--- src/rtl/bp_burst_stream_arbiter.sv ---
// Round-robin arbiter merging several BedRock Burst sources onto one Burst stream.
// Grants are decided on header beats and stay locked through the message's data beats.
module bp_burst_stream_arbiter #(
  parameter int num_req_p     = 2,
  parameter int hdr_width_p   = 64,
  parameter int data_width_p  = 64,
  localparam int lg_num_req_lp = (num_req_p > 1) ? $clog2(num_req_p) : 1
) (
  input  logic                              clk_i,
  input  logic                              reset_n_i,

  input  logic [num_req_p*hdr_width_p-1:0]  hdr_i,
  input  logic [num_req_p-1:0]              hdr_v_i,
  output logic [num_req_p-1:0]              hdr_ready_and_o,
  input  logic [num_req_p-1:0]              has_data_i,

  input  logic [num_req_p*data_width_p-1:0] data_i,
  input  logic [num_req_p-1:0]              data_v_i,
  output logic [num_req_p-1:0]              data_ready_and_o,
  input  logic [num_req_p-1:0]              last_data_i,

  output logic [hdr_width_p-1:0]            hdr_o,
  output logic                              hdr_v_o,
  input  logic                              hdr_ready_and_i,
  output logic                              has_data_o,

  output logic [data_width_p-1:0]           data_o,
  output logic                              data_v_o,
  input  logic                              data_ready_and_i,
  output logic                              last_data_o,

  output logic [lg_num_req_lp-1:0]          grant_id_o
);

  typedef enum logic [1:0] {e_idle, e_hdr, e_data} state_e;

  state_e                   state_q, state_d;
  logic [lg_num_req_lp-1:0] grant_q, grant_d;
  logic [lg_num_req_lp-1:0] rr_q, rr_d;
  logic [lg_num_req_lp-1:0] rr_sel;
  logic [lg_num_req_lp-1:0] sel;

  logic [hdr_width_p-1:0]  hdr_arr  [num_req_p];
  logic [data_width_p-1:0] data_arr [num_req_p];

  function automatic logic [lg_num_req_lp-1:0] rr_next(input logic [lg_num_req_lp-1:0] g);
    return (g == lg_num_req_lp'(num_req_p - 1)) ? '0 : g + 1'b1;
  endfunction

  genvar gi;
  generate
    for (gi = 0; gi < num_req_p; gi++) begin : g_src
      assign hdr_arr[gi]  = hdr_i[gi*hdr_width_p +: hdr_width_p];
      assign data_arr[gi] = data_i[gi*data_width_p +: data_width_p];
      assign hdr_ready_and_o[gi]  = hdr_v_o & hdr_ready_and_i & (sel == lg_num_req_lp'(gi));
      assign data_ready_and_o[gi] = reset_n_i & (state_q == e_data) & data_ready_and_i
                                    & (grant_q == lg_num_req_lp'(gi));
    end
  endgenerate

  // Scan from the highest offset down so the lowest offset from rr_q wins.
  always_comb begin
    int idx;
    rr_sel = rr_q;
    idx    = 0;
    for (int i = num_req_p - 1; i >= 0; i--) begin
      idx = int'(rr_q) + i;
      if (idx >= num_req_p) idx = idx - num_req_p;
      if (hdr_v_i[lg_num_req_lp'(idx)]) rr_sel = lg_num_req_lp'(idx);
    end
  end

  // Once a header has been shown it is frozen on grant_q until accepted.
  assign sel = (state_q == e_idle) ? rr_sel : grant_q;

  assign hdr_v_o     = reset_n_i & ((state_q == e_idle) ? (|hdr_v_i)
                                   : ((state_q == e_hdr) & hdr_v_i[grant_q]));
  assign hdr_o       = hdr_arr[sel];
  assign has_data_o  = hdr_v_o & has_data_i[sel];
  assign data_v_o    = reset_n_i & (state_q == e_data) & data_v_i[grant_q];
  assign data_o      = data_arr[grant_q];
  assign last_data_o = data_v_o & last_data_i[grant_q];
  assign grant_id_o  = reset_n_i ? sel : '0;

  always_comb begin
    state_d = state_q;
    grant_d = grant_q;
    rr_d    = rr_q;
    unique case (state_q)
      e_idle, e_hdr: begin
        if (hdr_v_o) begin
          grant_d = sel;
          if (!hdr_ready_and_i) begin
            state_d = e_hdr;
          end else if (has_data_i[sel]) begin
            state_d = e_data;
          end else begin
            state_d = e_idle;
            rr_d    = rr_next(sel);
          end
        end
      end
      e_data: begin
        if (data_v_o & data_ready_and_i & last_data_i[grant_q]) begin
          state_d = e_idle;
          rr_d    = rr_next(grant_q);
        end
      end
      default: state_d = e_idle;
    endcase
  end

  always_ff @(posedge clk_i) begin
    if (!reset_n_i) begin
      state_q <= e_idle;
      grant_q <= '0;
      rr_q    <= '0;
    end else begin
      state_q <= state_d;
      grant_q <= grant_d;
      rr_q    <= rr_d;
    end
  end

endmodule

--- config.mk ---
export PLATFORM = sky130hd
export DESIGN_NAME = bp_burst_stream_arbiter
export DESIGN_NICKNAME = d
export VERILOG_FILES = /design/src/rtl/bp_burst_stream_arbiter.sv
export SDC_FILE = /design/constraint.sdc
export NUM_CORES = 1
export LEC_CHECK = 0
export ABC_CLOCK_PERIOD_IN_PS = 2080
export CORE_AREA = 2 2 156 158
export CTS_CLUSTER_DIAMETER = 100
export CTS_CLUSTER_SIZE = 10
export DETAILED_ROUTE_END_ITERATION = 12
export DIE_AREA = 0 0 158 160
export PLACE_DENSITY = 0.43
export SLEW_MARGIN = 15
export SYNTH_ARGS = -nofsm -noshare
export SYNTH_HDL_FRONTEND = slang
export SYNTH_SLANG_ARGS = --single-unit
--- constraint.sdc ---
create_clock -name clk_i -period 2.08 [get_ports clk_i]
set_clock_uncertainty 0.1 [all_clocks]
set_input_delay 0.52 -clock clk_i [delete_from_list [all_inputs] [get_ports clk_i]]
set_output_delay 0.52 -clock clk_i [all_outputs]
set_load 0.01 [all_outputs]
# ---- Word-level counts from Yosys, hierarchy flattened
# Index checks and enable logic that the tools add are counted.
dict set report totals {
  romBits 0
  mem_count 0
  register_bits 4
  latch_bits 0
  mem_bits_rw 0
  elab_cells 84
  in_bits 268
  out_inout_bits 137
}
dict set report classes {
  n_reduce_logical 7
  div 0
  n_bitwise 18
  n_mul 0
  add_sub_neg 5
  muxes 37
  shift 0
  order_cmp 8
  n_eq_ne 6
}
# cell count
set ops {}
lappend ops {{$mux 64} 6}
lappend ops {{$mux 1} 25}
lappend ops {{$and 1x1->1} 14}
lappend ops {{$mux 2} 4}
lappend ops {{$ge 2x2->1 const B} 3}
lappend ops {{$lt 1x3->1 const B} 2}
lappend ops {{$ne 2x2->1 const B} 3}
lappend ops {{$reduce_and 5->1} 1}
lappend ops {{$lt 1x2->1 const B} 2}
lappend ops {{$not 1->2} 2}
lappend ops {{$pmux 2 s2} 1}
lappend ops {{$reduce_and 2->1} 2}
lappend ops {{$reduce_or 2->1} 2}
lappend ops {{$add 1x1->1 const B} 2}
lappend ops {{$add 1x1->2 const B} 1}
lappend ops {{$eq 2x1->1 const B} 1}
lappend ops {{$eq 2x2->1 const B} 1}
lappend ops {{$ge 1x2->1 const B} 1}
lappend ops {{$logic_not 2->1} 1}
lappend ops {{$ne 2x1->1 const B} 1}
lappend ops {{$not 1->1} 2}
lappend ops {{$pmux 1 s2} 1}
lappend ops {{$reduce_bool 2->1} 1}
lappend ops {{$sub 1x1->1 const B} 2}

# ---- Depth between registers and ports, before layout
# Gate-level depths: netlist (run 1).
dict set report depth {
  depth_word 15
  depth_mapped 7
  ltp_nobuf 5
}

# ---- Worst setup path before layout (run 1)
# OpenSTA, ideal clock, no wires.
dict set report synth_timing {
  path_type {register -> output}
  start {reg state_q[1]}
  end {out hdr_o[25]}
  required_ps 1460
  n_path_buf 2
  setup_slack_ps -23
  arrival_ps 1483
  path_stages_with_launch 6
  path_cell_list {dfxtp_1 -> or3b_4 -> and2_4 -> buf_6 -> buf_6 -> mux2_4}
}
dict set report synth_between {
  elab_chain_cells 6
}
# element line_no
set synth_rtl {}
lappend synth_rtl {{start, declared} 37} ;# state_e state_q, state_d;
lappend synth_rtl {{start signal, assigned} 115} ;# state_q <= e_idle;
lappend synth_rtl {{start signal, assigned} 119} ;# state_q <= state_d;
lappend synth_rtl {{$logic_not 2->1} 74} ;# assign sel = (state_q == e_idle) ? rr_sel : grant_q;
lappend synth_rtl {{$mux 1} 74}
lappend synth_rtl {{$not 1->2 (not written as such)} 78} ;# assign hdr_o = hdr_arr[sel];
lappend synth_rtl {{$mux 64 (not written as such) (3 in a row)} 78}
lappend synth_rtl {{end, declared} 22} ;# output logic [hdr_width_p-1:0] hdr_o,
# Every way passes these cells. The select of a mux whose other input is x is not followed.

# ---- Worst setup path after layout (run 1)
dict set report layout_timing {
  start {reg state_q[0]}
  end {out hdr_o[56]}
}
# The elaborated chain is that of the path after synthesis.

==> results of run 1 <==
-- per-stage QoR --
stage | worst slack [ps] | utilization
floorplan | -14.19 | -
global placement | -974.5 | 0.2834
detailed placement | -943.5 | 0.2834
CTS | -403.5 | 0.3033
global route | -355.5 | 0.3277
finish | -312.5 | 0.3277
-- flip-flops by register name, summed over array words and instances (netlist names) --
register and count:
state_q 2, grant_q 1, rr_q 1
-- cell families (layout without fill, tap and decap cells) --
logic type | Yosys count | count (layout) | synth area share
AO/OA/AOI/OAI | 14 | 14 | 0.05324
flip-flops | 4 | 4 | 0.03872
buffers and inverters | 21 | 496 | 0.06049
AND/OR/NAND/NOR | 20 | 20 | 0.05686
multiplexers | 133 | 133 | 0.7907
-- repair_timing --
item | 4_1_cts | 5_1_grt
resized for setup | 669 | 122
pin swaps | 8 | 6
hold endpoints to repair | 0 | 0
cloned | 5 | 1
setup buffers | 35 | 14
setup endpoints to repair | 139 | 132
-- path summary, 6_finish.rpt --
kind | end | slack (ps)
max | hdr_o[56] | -310
min | rr_q | 490
max reg2reg | state_q[1] | 50
min reg2reg | rr_q | 490
-- power by group through the flow --
stage	sequential (mW)	clock (mW)	combinational, mW
after floorplan	0.0930	0	0.943
after global placement	0.0949	0	2.29
after detailed placement	0.0952	0	2.29
after CTS	0.0936	0.320	2.49
after global routing	0.0949	0.327	2.87
final	0.0939	0.312	2.73
-- routing by layer --
metal / part of all wire / GRT usage / routed length [µm]
met5: 0 / 0 / 0
met4: 0.0059 / 0.01679 / 96
met3: 0.11 / 0.03446 / 1737
met2: 0.56 / 0.2391 / 9163
met1: 0.33 / 0.1060 / 5407
-- critical path, delay by kind of cell (launching register included) --
kind / cells / cell delay [ps]
buffers and inverters: 2 / 300
DFF: 1 / 320
muxes: 1 / 310
and+or+nand+nor: 2 / 600
-- cells in the mapped netlist, types with 3 or more instances --
cell | number | area, µm²
nand2_1 | 3 | 11.26
mux2_4 | 38 | 570.6
and2_1 | 3 | 18.77
buf_1 | 3 | 11.26
buf_2 | 7 | 35.03
nor3_1 | 5 | 25.02
dfxtp_1 | 4 | 80.08
mux2_2 | 91 | 1025
mux2i_1 | 4 | 40.04
buf_6 | 5 | 56.30
inv_1 | 6 | 22.52
-- layout make-up --
cell class                 instances  area share
clock buffer                       4     0.01010
inverter                           6    0.003206
multi-input combinational        167      0.2765
sequential                         4     0.01090
tap                              324     0.05193
timing repair buffer             486      0.6474
==> results.sh, run 1 <==
export IMPL_path_clk_slew_ps=30
export IMPL_cts_root_buf="clkbuf_16"
export IMPL_clk_insertion_delay_late_ps=230
export IMPL_layoutNonFillerInstCount=991
export IMPL_crit_arrival_ps=1770
export IMPL_fmax_mhz=418.0
export IMPL_cts_tree="done"
export IMPL_whs_path_depth=3
export IMPL_antenna_found_initial=1
export IMPL_core_mm2=0.02382
export IMPL_violations="setup timing"
export IMPL_critPathSlowestCell="or3b_4"
export IMPL_intPower_mw=2.148
export IMPL_fin_area_mm2=0.007806
export IMPL_critPathCaptureType="output pin"
export IMPL_grt_pass1_wl_um=21770
export IMPL_outcome="complete, but fails checks"
export IMPL_routedWlPerCell_um=16.55
export IMPL_powerDensity_mw_per_mm2=401.3
export IMPL_path_cells="or3b_4, and2_4, buf_8, mux2_4, buf_6"
export IMPL_post_place_cells=941
export IMPL_die_h_um=160
export IMPL_slew_headroom=0.7184
export IMPL_nets=936
export IMPL_clock_sinks=4
export IMPL_multi_input_area_mm2=0.002158
export IMPL_final_common_cell="clkdlybuf4s50_1"
export IMPL_synth_yosys_seq_area_share=0.03872
export IMPL_setup_viol=127
export IMPL_ys_seq_elements=4
export IMPL_slowest_delay_ps=390
export IMPL_routed_wl_um=16400
export IMPL_fin_ws_ps=-312.5
export IMPL_avgSynthCellArea_um2=10.77
export IMPL_ys_warn_count=0
export IMPL_path_class="reg2out"
export IMPL_p_sw_mw=0.9845
export IMPL_setup_tns_ps=-24250
export IMPL_clkPwrFrac=0.100
export IMPL_antenna_cells=0
export IMPL_start_util=0.08683
export IMPL_hpwl_um=12980
export IMPL_post_route_min_period_ps=2392
export IMPL_ctsHoldBuffers=0
export IMPL_cts_buffers_inserted=3
export IMPL_maxSlewViolCount=0
export IMPL_area_delta_synth_final_pct=277.4
export IMPL_routed_via_density=3.600
export IMPL_syn_num_nets=460
export IMPL_cts_max_level=1
export IMPL_sw_frac_of_total=0.3143
export IMPL_synth_edff_count=0
export IMPL_synth_flop_cell="dfxtp_1"
export IMPL_reg2reg_from="grant_q"
export IMPL_cp_start_kind="register"
export IMPL_finalCritPeriodShare=1.150
export IMPL_hold_viol_final=0
export IMPL_async_reset_ff_frac=0
export IMPL_drt_iter0_markers=62
export IMPL_worst_slew_pin_slew_ps=421.5
export IMPL_holdWs_ps=493.2
export IMPL_layout_common_cells="clkdlybuf4s50_1, buf_6, mux2_4"
export IMPL_grt_pass1_vias=3933
export IMPL_drive_gt1_frac=0.5637
export IMPL_via_count=3568
export IMPL_seq_power_share=0.030
export IMPL_synth_cell_type_count=30
export IMPL_seq_area_um2=85.08
export IMPL_row_count=57
export IMPL_total_power_mw=3.133
export IMPL_io_pins=405
export IMPL_clk_path_buf_depth=2
export IMPL_path_max_fanout=11
export IMPL_drtAntennaViolNets=0
export IMPL_r2r_cells=11
export IMPL_synth_cells=192
export IMPL_remaining_drc_errors=0
export IMPL_die_area_mm2=0.02528
export IMPL_overflow=0
export IMPL_grt_start_max_net_pins=22
export IMPL_min_path_type="reg2reg"
export IMPL_dpl_cell_area_mm2=0.006750
export IMPL_startpoint="state_q[0]"
export IMPL_ir_drop_v=0.0001699
export IMPL_globalplace_congestion=0.8538
export IMPL_rsz0062_at_grt="true"
export IMPL_syn_cell_area_mm2=0.002068
export IMPL_required_ps=1460
export IMPL_cap_viol_max_count=0
export IMPL_dr_pass1_iters=4
export IMPL_worstHoldStart="rr_q"
export IMPL_pwr_share_comb=0.870
export IMPL_die_w_um=158
export IMPL_p_leak_nw=3.429
export IMPL_track_usage=0.1138
export IMPL_numPortBuffers=404
export IMPL_fill_cells=2484
(Power assumes the default switching activity.)
==> run 2: changes to the inputs <==
--- a/config.mk
+++ b/config.mk
@@ -6,6 +6,7 @@
 export NUM_CORES = 1
 export LEC_CHECK = 0
 export ABC_CLOCK_PERIOD_IN_PS = 2080
+export CAP_MARGIN = 20
 export CORE_AREA = 2 2 156 158
 export CTS_CLUSTER_DIAMETER = 100
 export CTS_CLUSTER_SIZE = 10
==> results of run 2 <==
No change in the layout: final DEF, timing and power equal those of run 1.
